==> config.mk <==
export PLATFORM = sky130hd
export DESIGN_NAME = instruction_fetch_queue
export DESIGN_NICKNAME = d
export VERILOG_FILES = /design/src/rtl/instruction_fetch_queue_pkg.sv /design/src/rtl/instruction_fetch_queue_fetch_queue.sv /design/src/rtl/instruction_fetch_queue.sv
export SDC_FILE = /design/constraint.sdc
export NUM_CORES = 1
export LEC_CHECK = 0
export BUFFER_PORTS_ARGS = -buffer_cell sky130_fd_sc_hd__buf_2
export CAP_MARGIN = 0
export CORE_AREA = 2 2 161 163
export DETAILED_ROUTE_END_ITERATION = 16
export DIE_AREA = 0 0 163 165
export HOLD_SLACK_MARGIN = 0.05
export PLACE_DENSITY = 0.71
export REMOVE_ABC_BUFFERS = 1
export SKIP_LAST_GASP = 1
export SLEW_MARGIN = 5
export SYNTH_ARGS = -nofsm -noshare
export SYNTH_HDL_FRONTEND = slang
export SYNTH_SLANG_ARGS = --single-unit
==> constraint.sdc <==
create_clock -name clk -period 8.65 [get_ports clk]
set_input_delay 1.73 -clock clk [delete_from_list [all_inputs] [get_ports clk]]
set_output_delay 1.73 -clock clk [all_outputs]
set_load 0.05 [all_outputs]
==> src/rtl/instruction_fetch_queue_pkg.sv <==
// instruction_fetch_queue_pkg: shared constants and entry layout for the fetch queue
// Entry layout, LSB first: fault flag, then the 32-bit instruction, then the XLEN-bit pc.
package instruction_fetch_queue_pkg;
   localparam logic [31:0] NOP_INSTRUCTION = 32'h0000_0013;
   localparam int FAULT_BIT = 0;
   localparam int INSTR_LSB = 1;
   localparam int PC_LSB = 33;
   function automatic int entry_w(input int xlen);
      return xlen + 33;
   endfunction
endpackage

==> src/rtl/instruction_fetch_queue_fetch_queue.sv <==
// fetch_queue: synchronous FIFO with push/pop/flush, occupancy count and head data
// Ports: clk, reset (sync, active-high), push/pop/flush, wdata in, rdata (head) out, count out.
// A flush that coincides with a push leaves exactly the pushed entry in slot 0.
module fetch_queue #(
   parameter int W = 65,
   parameter int DEPTH = 4
) (
   input  logic                     clk,
   input  logic                     reset,
   input  logic                     push,
   input  logic                     pop,
   input  logic                     flush,
   input  logic [W-1:0]             wdata,
   output logic [W-1:0]             rdata,
   output logic [$clog2(DEPTH):0]   count
);
   localparam int AW = $clog2(DEPTH);
   logic [W-1:0] mem [DEPTH];
   logic [AW-1:0] wr_ptr, rd_ptr;
   assign rdata = mem[rd_ptr];
   always_ff @(posedge clk)
      if (push) mem[flush ? '0 : wr_ptr] <= wdata;
   always_ff @(posedge clk) begin
      if (reset) begin
         wr_ptr <= '0;
         rd_ptr <= '0;
         count <= '0;
      end else if (flush) begin
         rd_ptr <= '0;
         wr_ptr <= AW'(push);
         count <= (AW+1)'(push);
      end else begin
         if (push) wr_ptr <= wr_ptr + 1'b1;
         if (pop) rd_ptr <= rd_ptr + 1'b1;
         count <= count + (AW+1)'(push) - (AW+1)'(pop);
      end
   end
endmodule

==> src/rtl/instruction_fetch_queue.sv <==
// instruction_fetch_queue: owns the fetch pc, captures imem words into a prefetch FIFO for decode
// Ports: clk, reset (sync, active-high); imem_pc/imem_instruction to instruction memory;
// redirect_valid/redirect_pc flush and retarget fetch; if_valid/if_ready/if_instruction/if_pc/if_fault
// present the queue head to decode; fill_level is the current occupancy.
// A misaligned redirect queues a single fault marker and halts fetch until an aligned redirect.
module instruction_fetch_queue
   import instruction_fetch_queue_pkg::*;
#(
   parameter int XLEN = 32,
   parameter int FIFO_DEPTH = 4,
   parameter logic [XLEN-1:0] RESET_VECTOR = '0
) (
   input  logic                          clk,
   input  logic                          reset,
   output logic [XLEN-1:0]               imem_pc,
   input  logic [31:0]                   imem_instruction,
   input  logic                          redirect_valid,
   input  logic [XLEN-1:0]               redirect_pc,
   output logic                          if_valid,
   input  logic                          if_ready,
   output logic [31:0]                   if_instruction,
   output logic [XLEN-1:0]               if_pc,
   output logic                          if_fault,
   output logic [$clog2(FIFO_DEPTH):0]   fill_level
);
   localparam int AW = $clog2(FIFO_DEPTH);
   localparam int EW = entry_w(XLEN);
   localparam logic [AW:0] FULL = (AW+1)'(FIFO_DEPTH);
   logic [XLEN-1:0] fetch_pc;
   logic halted, pop, push, q_push;
   logic [EW-1:0] wdata, rdata;
   assign imem_pc = fetch_pc;
   assign if_valid = fill_level != '0;
   assign pop = if_valid & if_ready;
   assign push = !redirect_valid & !halted & (fill_level < FULL | pop);
   // during a redirect the only possible write is the misalignment marker
   assign q_push = redirect_valid ? |redirect_pc[1:0] : push;
   assign wdata = redirect_valid ? {redirect_pc, NOP_INSTRUCTION, 1'b1} : {fetch_pc, imem_instruction, 1'b0};
   assign if_instruction = if_valid ? rdata[INSTR_LSB +: 32] : NOP_INSTRUCTION;
   assign if_pc = if_valid ? rdata[PC_LSB +: XLEN] : '0;
   assign if_fault = if_valid & rdata[FAULT_BIT];
   fetch_queue #(.W(EW), .DEPTH(FIFO_DEPTH)) u_queue (
      .clk(clk),
      .reset(reset),
      .push(q_push),
      .pop(pop),
      .flush(redirect_valid),
      .wdata(wdata),
      .rdata(rdata),
      .count(fill_level)
   );
   always_ff @(posedge clk) begin
      if (reset) begin
         fetch_pc <= RESET_VECTOR;
         halted <= 1'b0;
      end else if (redirect_valid) begin
         fetch_pc <= redirect_pc;
         halted <= |redirect_pc[1:0];
      end else if (push) begin
         fetch_pc <= fetch_pc + XLEN'(4);
      end
   end
endmodule
; ---- Word-level counts from Yosys, hierarchy flattened
; Memories as Yosys holds them, arrays and structs flattened. A register that Yosys moved wholly into a read port is not among the register bits.
; Index checks and enable logic that the tools add are counted.
[totals]
mem_count = 1
mem_bits_rw = 260
word_cells = 40
inputBits = 68
output_inout_bits = 101
reg_bits = 40
[op_classes]
addsub = 5
n_reduce_logical = 7
muxes = 14
n_bitwise = 5
magnitude_cmp = 1
[memory_table]
columns = name, depth, width, rd, rd_clocked_by_memory_dff, write_ports, line_no
row1 = u_queue.mem, 4, 65, 1, 1, 1, instruction_fetch_queue_fetch_queue.sv:18  ; logic [W-1:0] mem [DEPTH];
[op_table]
columns = operator, count
row1 = $mux 32, 4
row2 = $mux 65, 1
row3 = $add 32x3->32 const B, 1
row4 = $mux 1, 6
row5 = $mux 2, 3
row6 = $add 2x1->2 const B, 2
row7 = $and 1x1->1, 4
row8 = $reduce_bool 2->1, 2
row9 = $reduce_or 2->1, 2
row10 = $add 3x1->3, 1
row11 = $lt 3x3->1 const B, 1
row12 = $reduce_bool 3->1, 1
row13 = $sub 3x1->3, 1
row14 = $logic_not 1->1, 2
row15 = $or 1x1->1, 1

; ---- Logic depth before layout (Yosys ltp)
; Gate-level depths: netlist (run 1).
[logic_depth]
depth_word = 8
depth_mapped = 10

; ---- Hierarchy
; Synthesis (run 1) repeated with hierarchy kept, for this count alone.
[unflattened]
cells_unflattened = 772
hier_area_um2 = 12726.0
[modules_own_cells]
columns = mod, instances, seq_area_each_um2, area_per_inst_um2, cells_per_inst
row1 = fetch_queue, 1, 7987.7, 9829.4, 380
row2 = instruction_fetch_queue, 1, 660.6, 2896.5, 392

; ---- Worst setup path before layout (run 1)
; OpenSTA, ideal clock, no wires.
[synth_path]
path_kind = input port to flip-flop
start = in redirect_valid
end = mem u_queue.mem[0][0], enable pin
path_slack_ns = 1.148
setup_ns = 0.578
stages = 4
path_buffers = 2
arrival_ns = 6.924
required_time_ns = 8.072
cell_sequence = clkinv_1 > clkbuf_1 > clkbuf_1 > o21ai_0
[synth_between]
elab_chain_cells = 6
elab_cells_between_ends = 7
cone_classes = 4 x mux / 2 x bitwise / 1 x reduce/logical
[synth_rtl]
columns = item, line_no
row1 = "start, declared", instruction_fetch_queue.sv:17  ; input logic redirect_valid,
row2 = $logic_not 1->1, instruction_fetch_queue.sv:35  ; assign push = !redirect_valid & !halted & (fill_level < FULL | pop);
row3 = $and 1x1->1 (2 in a row), instruction_fetch_queue.sv:35
row4 = $mux 1, instruction_fetch_queue.sv:37  ; assign q_push = redirect_valid ? |redirect_pc[1:0] : push;
row5 = $mux 1 (2 in a row), instruction_fetch_queue_fetch_queue.sv:22  ; if (push) mem[flush ? '0 : wr_ptr] <= wdata;
row6 = "end, declared", instruction_fetch_queue_fetch_queue.sv:18
; Parallel ways exist; a longest one is shown, timed or not.

==> reports/metrics.yaml, run 1 <==
status: "finished, final reports clean"
insertion_delay_ps: 560
timing.critical_path.to_type: "primary output"
port-buffer-count: 168
numClockSinks: 302
drc: 0
reg2regPathDepth: 10
final_cell_area_um2: 14700
required_ps: 6920
cts_buffer_depth: 3
slew_at_the_pin_with_the_worst_max_slew_slack_ps: 1120
post_route_cells_drive_above_1_share_pct: 34.5
top_level_ports: 169
slowest_stage: "buf_4"
total_clock_buffers_created_by_cts: 31
dp_hpwl_um: 16400
relSlewSlack_pct: 25.6
timing_worst_setup_path_type: "reg -> out"
cts.htree.levels: 1
wire_length_of_the_first_global_routing_pass_um: 41400
final-hold-violation-count: 0
num-nets-final: 1015
yosys.cell_types.count: 51
synth_area_leader_cell: "edfxtp_1"
regToRegEndpoint: "u_queue.count[2]"
synth_most_common_cell: "edfxtp_1"
core_area_um2: 25000
setup_viol: 0
cp-endpoint: "if_instruction[10]"
via_per_inst: 5.59
synth_area_um2: 12600
fin_tns_setup_ps: 0
avgRoutedWirePerCell_um: 20.9
worstPathArrival_ps: 3060
die_width_um: 163
crit_path_max_incr_delay_ps: 790
initial_utilization_pct: 50.3
detailedPlace.worstSlack_ps: 3520
post-layout-total-power_uw: 3690
synth-async-reset-ratio_pct: 0
r2r_slack_ps: 5460
synthesis.instances: 774
globalRoute.totalOverflow: 0
synth_edf_count: 260
vdd_drop_max_mv: 0.149
grt.total_usage_pct: 20.2
finalClockSkew_ps: 15.1
detail_route.wirelength_um: 27100
antenna-diode-count: 0
critical_path.max_fanout: 45
postCtsResizedCells: 0
dieArea_um2: 26900
num_vias: 7227
synth_common_cells: "260 x edfxtp_1, 67 x and2_1, 65 x mux4_2"
synthFlopType: "edfxtp_1"
timing.max_cap.violations: 0
final_util_pct: 58.8
drt.antenna.violating_nets: 0
power.density_cell_area_nw_per_um2: 250
cp_cell_sequence: "buf_4 > mux4_2 > and2_1 > buf_2"
period_share_pct: 55.3
place.gp.congestion: 0.804
antenna_found_initial: 0
floorplan.rows: 58
netlist_top_cells_area: "edfxtp_1 62%, mux4_2 12%, dfxtp_1 6.7%"
maximum_number_of_pins_on_one_net_before_global_route_repair: 66
rsz0062_at_grt: "false"
first_global_vias: 7179
proportion_of_synthesized_chip_area_in_sequential_cells_pct: 68.7
max_clock_freq_mhz: 209
r2r_start: "u_queue.count[2]"
cts_post_setup_buffers_inserted: 0
synthToLayoutAreaGrowth_pct: 16.9
max_transition_viols_final: 0
die_h_um: 165
power.static_leakage_uw: 0.00521
drtIter0Drc: 545
clock_tree.root_cell: "clkbuf_16"
syn-mean-instance-area_um2: 16.3
count_of_hold_buffers_inserted_by_post_cts_repair: 0
post-synth-top-area-fraction_pct: 62.0
worstHoldStart: "imem_pc[15]"
synth_warnings: 0
synth_seq_cells: 302
nFillCells: 1961
placed_cell_area_um2: 13700
start_kind: "flip-flop"
cts_tree: "done"
shortest_period_the_worst_path_allows_ps: 4790
clock_slew_seen_by_the_registers_of_the_worst_setup_and_hold_paths_ps: 60
layout_setup_ws_ps: 3860
detail_route.first_pass.iterations: 5
hold_path_class: "reg -> reg"
-- critical path, delay by kind of cell (launching register included) --
| family | cells | cell delay (ps) |
|---|---|---|
| buf+inv | 2 | 1010 |
| simple gates | 1 | 200 |
| flops | 1 | 630 |
| mux | 1 | 600 |
-- state kept, by name, indices dropped and copies added, names as in the netlist, named ones only --
register        flops
u_queue.count       3
u_queue.wr_ptr      2
u_queue.rd_ptr      2
u_queue.mem       260
halted              1
imem_pc            32
-- worst min-delay path by stage --
stage               cells past startpoint           to  slack (ps)
CTS                                     2  imem_pc[15]         510
global route                            2  imem_pc[15]         540
detailed placement                      2  imem_pc[15]         500
global placement                        2  imem_pc[20]         480
finish                                  2  imem_pc[15]         510
floorplan                               2    flip-flop         520
-- through the flow --
stage / cells / hold slack [ps]
CTS: 1294 / 509
detailed placement: 1240 / 499
global route: 1294 / 541
global placement: 1240 / 479
floorplan: 736 / 525
finish: 1294 / 509
-- metal layers --
layer / wire length, µm / vias to the layer above / GRT usage, %
li1: - / 3331 / -
met1: 11800 / 3609 / 29.2
met2: 12800 / 254 / 32.8
met3: 2040 / 33 / 4.02
met4: 375 / 0 / 3.46
met5: 0 / - / 0
-- final cells by class --
type | instances | area [µm²] | area share [%]
Tap cell | 330 | 413 | 2.80
Multi-Input combinational cell | 421 | 3740 | 25.4
Clock inverter | 16 | 163 | 1.10
Clock buffer | 38 | 822 | 5.58
Sequential cell | 302 | 8660 | 58.8
Inverter | 13 | 48.8 | 0.331
Timing Repair Buffer | 174 | 888 | 6.03
-- cells by family (layout without fill, tap and decap cells) --
logic type | after synthesis | in the layout | synth area share, %
muxes | 91 | 91 | 13.9
buffers and inverters | 51 | 241 | 1.97
adders and majority gates | 4 | 4 | 0.457
xor gates and xnor gates | 14 | 14 | 0.973
AOI/OAI and AO/OA | 58 | 58 | 2.73
DFF | 302 | 302 | 68.7
and+or+nand+nor | 254 | 254 | 11.3
-- cells in the final DEF (no fill, tap or decap), types with 9 or more instances in the layout --
cell type	netlist	layout
a21oi_1	24	23
and2_1	67	67
buf_2	5	167
clkbuf_16	0	31
dfxtp_1	42	40
edfxtp_1	260	260
inv_1	12	11
mux2_2	25	25
mux4_2	65	65
nand2_1	61	61
nand3_1	10	10
nand4_1	10	10
nor2_1	19	17
nor2b_1	33	33
nor3_1	13	13
o21ai_0	11	10
xnor2_1	9	9
-- report_power, final --
group | leakage (µW) | total (µW) | switching (µW) | internal (µW)
logic | 0.00194 | 684 | 489 | 195
registers | 0.00279 | 1710 | 41.6 | 1670
clock network | 0.000479 | 1290 | 532 | 759
(Power assumes the default switching activity.)
==> run 2: changes to the inputs <==
clock period = 4.6 ns   (was 8.65 ns; I/O delays follow)
==> run 2 against run 1 <==
  * Sequential power is 88% higher
  * Routed wire length grew 0.33%
  * Clock power is 97% higher
  * Critical endpoint is now if_pc[14]
  * Sequential share of layout area down 0.60 points
  * First-iteration DRC count shrank 0.92%
  * Hold slack gained 6.3 ps
  * Power grew 92%
  * Utilization rose by 0.60 points
  * Combinational power rose by 90%
  * Design area increased by 1.0%
  * Largest power group unchanged
  * Critical path type unchanged
==> reports/metrics.yaml, run 2 (synthesized netlist as in run 1, its figures left out) <==
gr-usage-met1_pct: 28.2  # -0.99 points
postCtsResizedCells: 0  # unchanged
sw_frac_of_total_pct: 28.1  # -0.73 points
count_of_hold_buffers_inserted_by_post_cts_repair: 0  # unchanged
cts.htree.levels: 1  # unchanged
start_kind: "flip-flop"
power.static_leakage_uw: 0.00529  # +1.5%
synthToLayoutAreaGrowth_pct: 18.1
nFillCells: 1963  # +0.10%
hold_path_class: "reg -> reg"
grt.met3_usage_pct: 4.85  # +0.83 points
grt.total_usage_pct: 20.4  # +0.13 points
top_level_ports: 169  # unchanged
max_clock_freq_mhz: 282
dp_hpwl_um: 16900  # +3.4%
slew_at_the_pin_with_the_worst_max_slew_slack_ps: 1050  # -63.7 ps
period_share_pct: 77.2
via_per_inst: 5.58  # -0.12%
wire_length_of_the_first_global_routing_pass_um: 41300  # -0.23%
shortest_period_the_worst_path_allows_ps: 3550
antenna_found_initial: 2  # +2
die_width_um: 163  # unchanged
insertion_delay_ps: 540  # -20 ps
timing.max_cap.violations: 0  # unchanged
final-hold-violation-count: 0  # unchanged
largest_register_ffs: 260  # unchanged
status: "finished, final reports clean"
post-layout-total-power_uw: 7060  # +92%
clock_slew_seen_by_the_registers_of_the_worst_setup_and_hold_paths_ps: 60  # about the same
post_route_cells_drive_above_1_share_pct: 34.7  # +0.16 points
numClockSinks: 302  # unchanged
timing.critical_path.buf_inv: 2  # unchanged
max_transition_viols_final: 0  # unchanged
num_vias: 7280  # +0.73%
share_comb_of_total_power_pct: 18.4  # -0.2 points
mostFrequentLayoutCell: "edfxtp_1"
vdd_drop_max_mv: 0.371  # +150%
total_clock_buffers_created_by_cts: 31  # unchanged
grt_most_used_layer: "met2"
cts_buffer_depth: 3  # unchanged
cp_top_family: "flip-flops"
largest-register: "u_queue.mem"
cts_tree: "done"
clock_tree.root_cell: "clkbuf_16"
rsz0062_at_grt: "false"
relSlewSlack_pct: 29.8  # +4.2 points
hold_slack_ps: 515  # +6.27 ps
critical_path.max_fanout: 40  # -11%
dieArea_um2: 26900  # unchanged
die_h_um: 165  # unchanged
p_switching_uw: 1980  # +87%
multi_input_area_um2: 3740  # unchanged
crit_path_max_incr_delay_ps: 700  # -90 ps
power.share.clock_pct: 36.0  # +1.0 points
cp_cell_sequence: "buf_12 > mux4_2 > and2_1 > buf_2"
final_util_pct: 59.4  # +0.60 points
first_global_vias: 7227  # +0.67%
detail_route.first_pass.iterations: 7  # +2
setup_viol: 0  # unchanged
drtIter0Drc: 540  # -0.92%
place.gp.congestion: 0.819  # +1.8%
finalClockSkew_ps: 13.1  # -2.04 ps
core_area_um2: 25000  # unchanged
drt.antenna.violating_nets: 0  # unchanged
required_ps: 3680  # -3240 ps
detail_route.wirelength_um: 27100  # +0.33%
mostFrequentLayoutCells: "260 x edfxtp_1, 167 x buf_2, 67 x and2_1"
port-buffer-count: 168  # unchanged
globalRouteMet2Util_pct: 33.4  # +0.60 points
floorplan.rows: 58  # unchanged
slowest_stage: "dfxtp_4"
timing_worst_setup_path_type: "reg -> out"
seq_power_share_pct: 45.6  # -0.8 points
worstPathArrival_ps: 2630  # -430 ps
cts_post_setup_buffers_inserted: 0  # unchanged
timing.critical_path.to_type: "primary output"
num-nets-final: 1022  # +0.69%
initial_utilization_pct: 50.3  # unchanged
globalRoute.totalOverflow: 0  # unchanged
power_report.internal_total_uw: 5080  # +93%
power.density_cell_area_nw_per_um2: 474  # +90%
maximum_number_of_pins_on_one_net_before_global_route_repair: 66  # unchanged
seq_area_um2: 8660  # unchanged
drc: 0  # unchanged
avgRoutedWirePerCell_um: 20.8  # -0.52%
==> run 2: cell type report <==
type | instances | area share, %
clock buffers | 42 | 5.69
clock inverters | 15 | 1.32
flip-flops and latches | 302 | 58.2
inverters | 13 | 0.328
repair buffers | 181 | 6.58
diodes | 1 | 0.0168
multi-input cells | 421 | 25.1
well taps | 330 | 2.78
==> run 2: worst paths after layout <==
kind                     from                to  slack [ps]  depth (start not counted)
min reg2reg       imem_pc[20]       imem_pc[20]         520                          2
min               imem_pc[20]       imem_pc[20]         520                          2
max reg2reg  u_queue.count[2]  u_queue.count[2]        1730                         10
max                 flip-flop         if_pc[14]        1050                          4
==> run 2: metal layers <==
layer,up-vias,wire [µm]
met4,2,370
met5,-,11
met3,33,2120
met2,259,13000
met1,3641,11700
li1,3345,-
==> run 2: tightest hold or removal path: stages, from the launching register on <==
cell and delay (ps):
dfxtp_1 330, nand2_1 60, a31oi_1 70
==> run 2: stage by stage <==
step                setup TNS, ps  setup slack, ps  area, µm²  std cells
floorplan                 -135360            -2020      12400        736
global placement                0             1430      13800       1247
detailed placement              0             1420      13800       1247
CTS                             0              955      14900       1304
global route                    0              856      14900       1304
finish                          0             1050      14900       1305
==> run 2: power by group through the flow <==
stage	clock (µW)	sequential, µW	combinational (µW)
global route	2710	3230	1380
finish	2540	3220	1300
detailed placement	0	3280	1310
floorplan	0	3360	865
CTS	2590	3220	1320
global placement	0	3270	1300
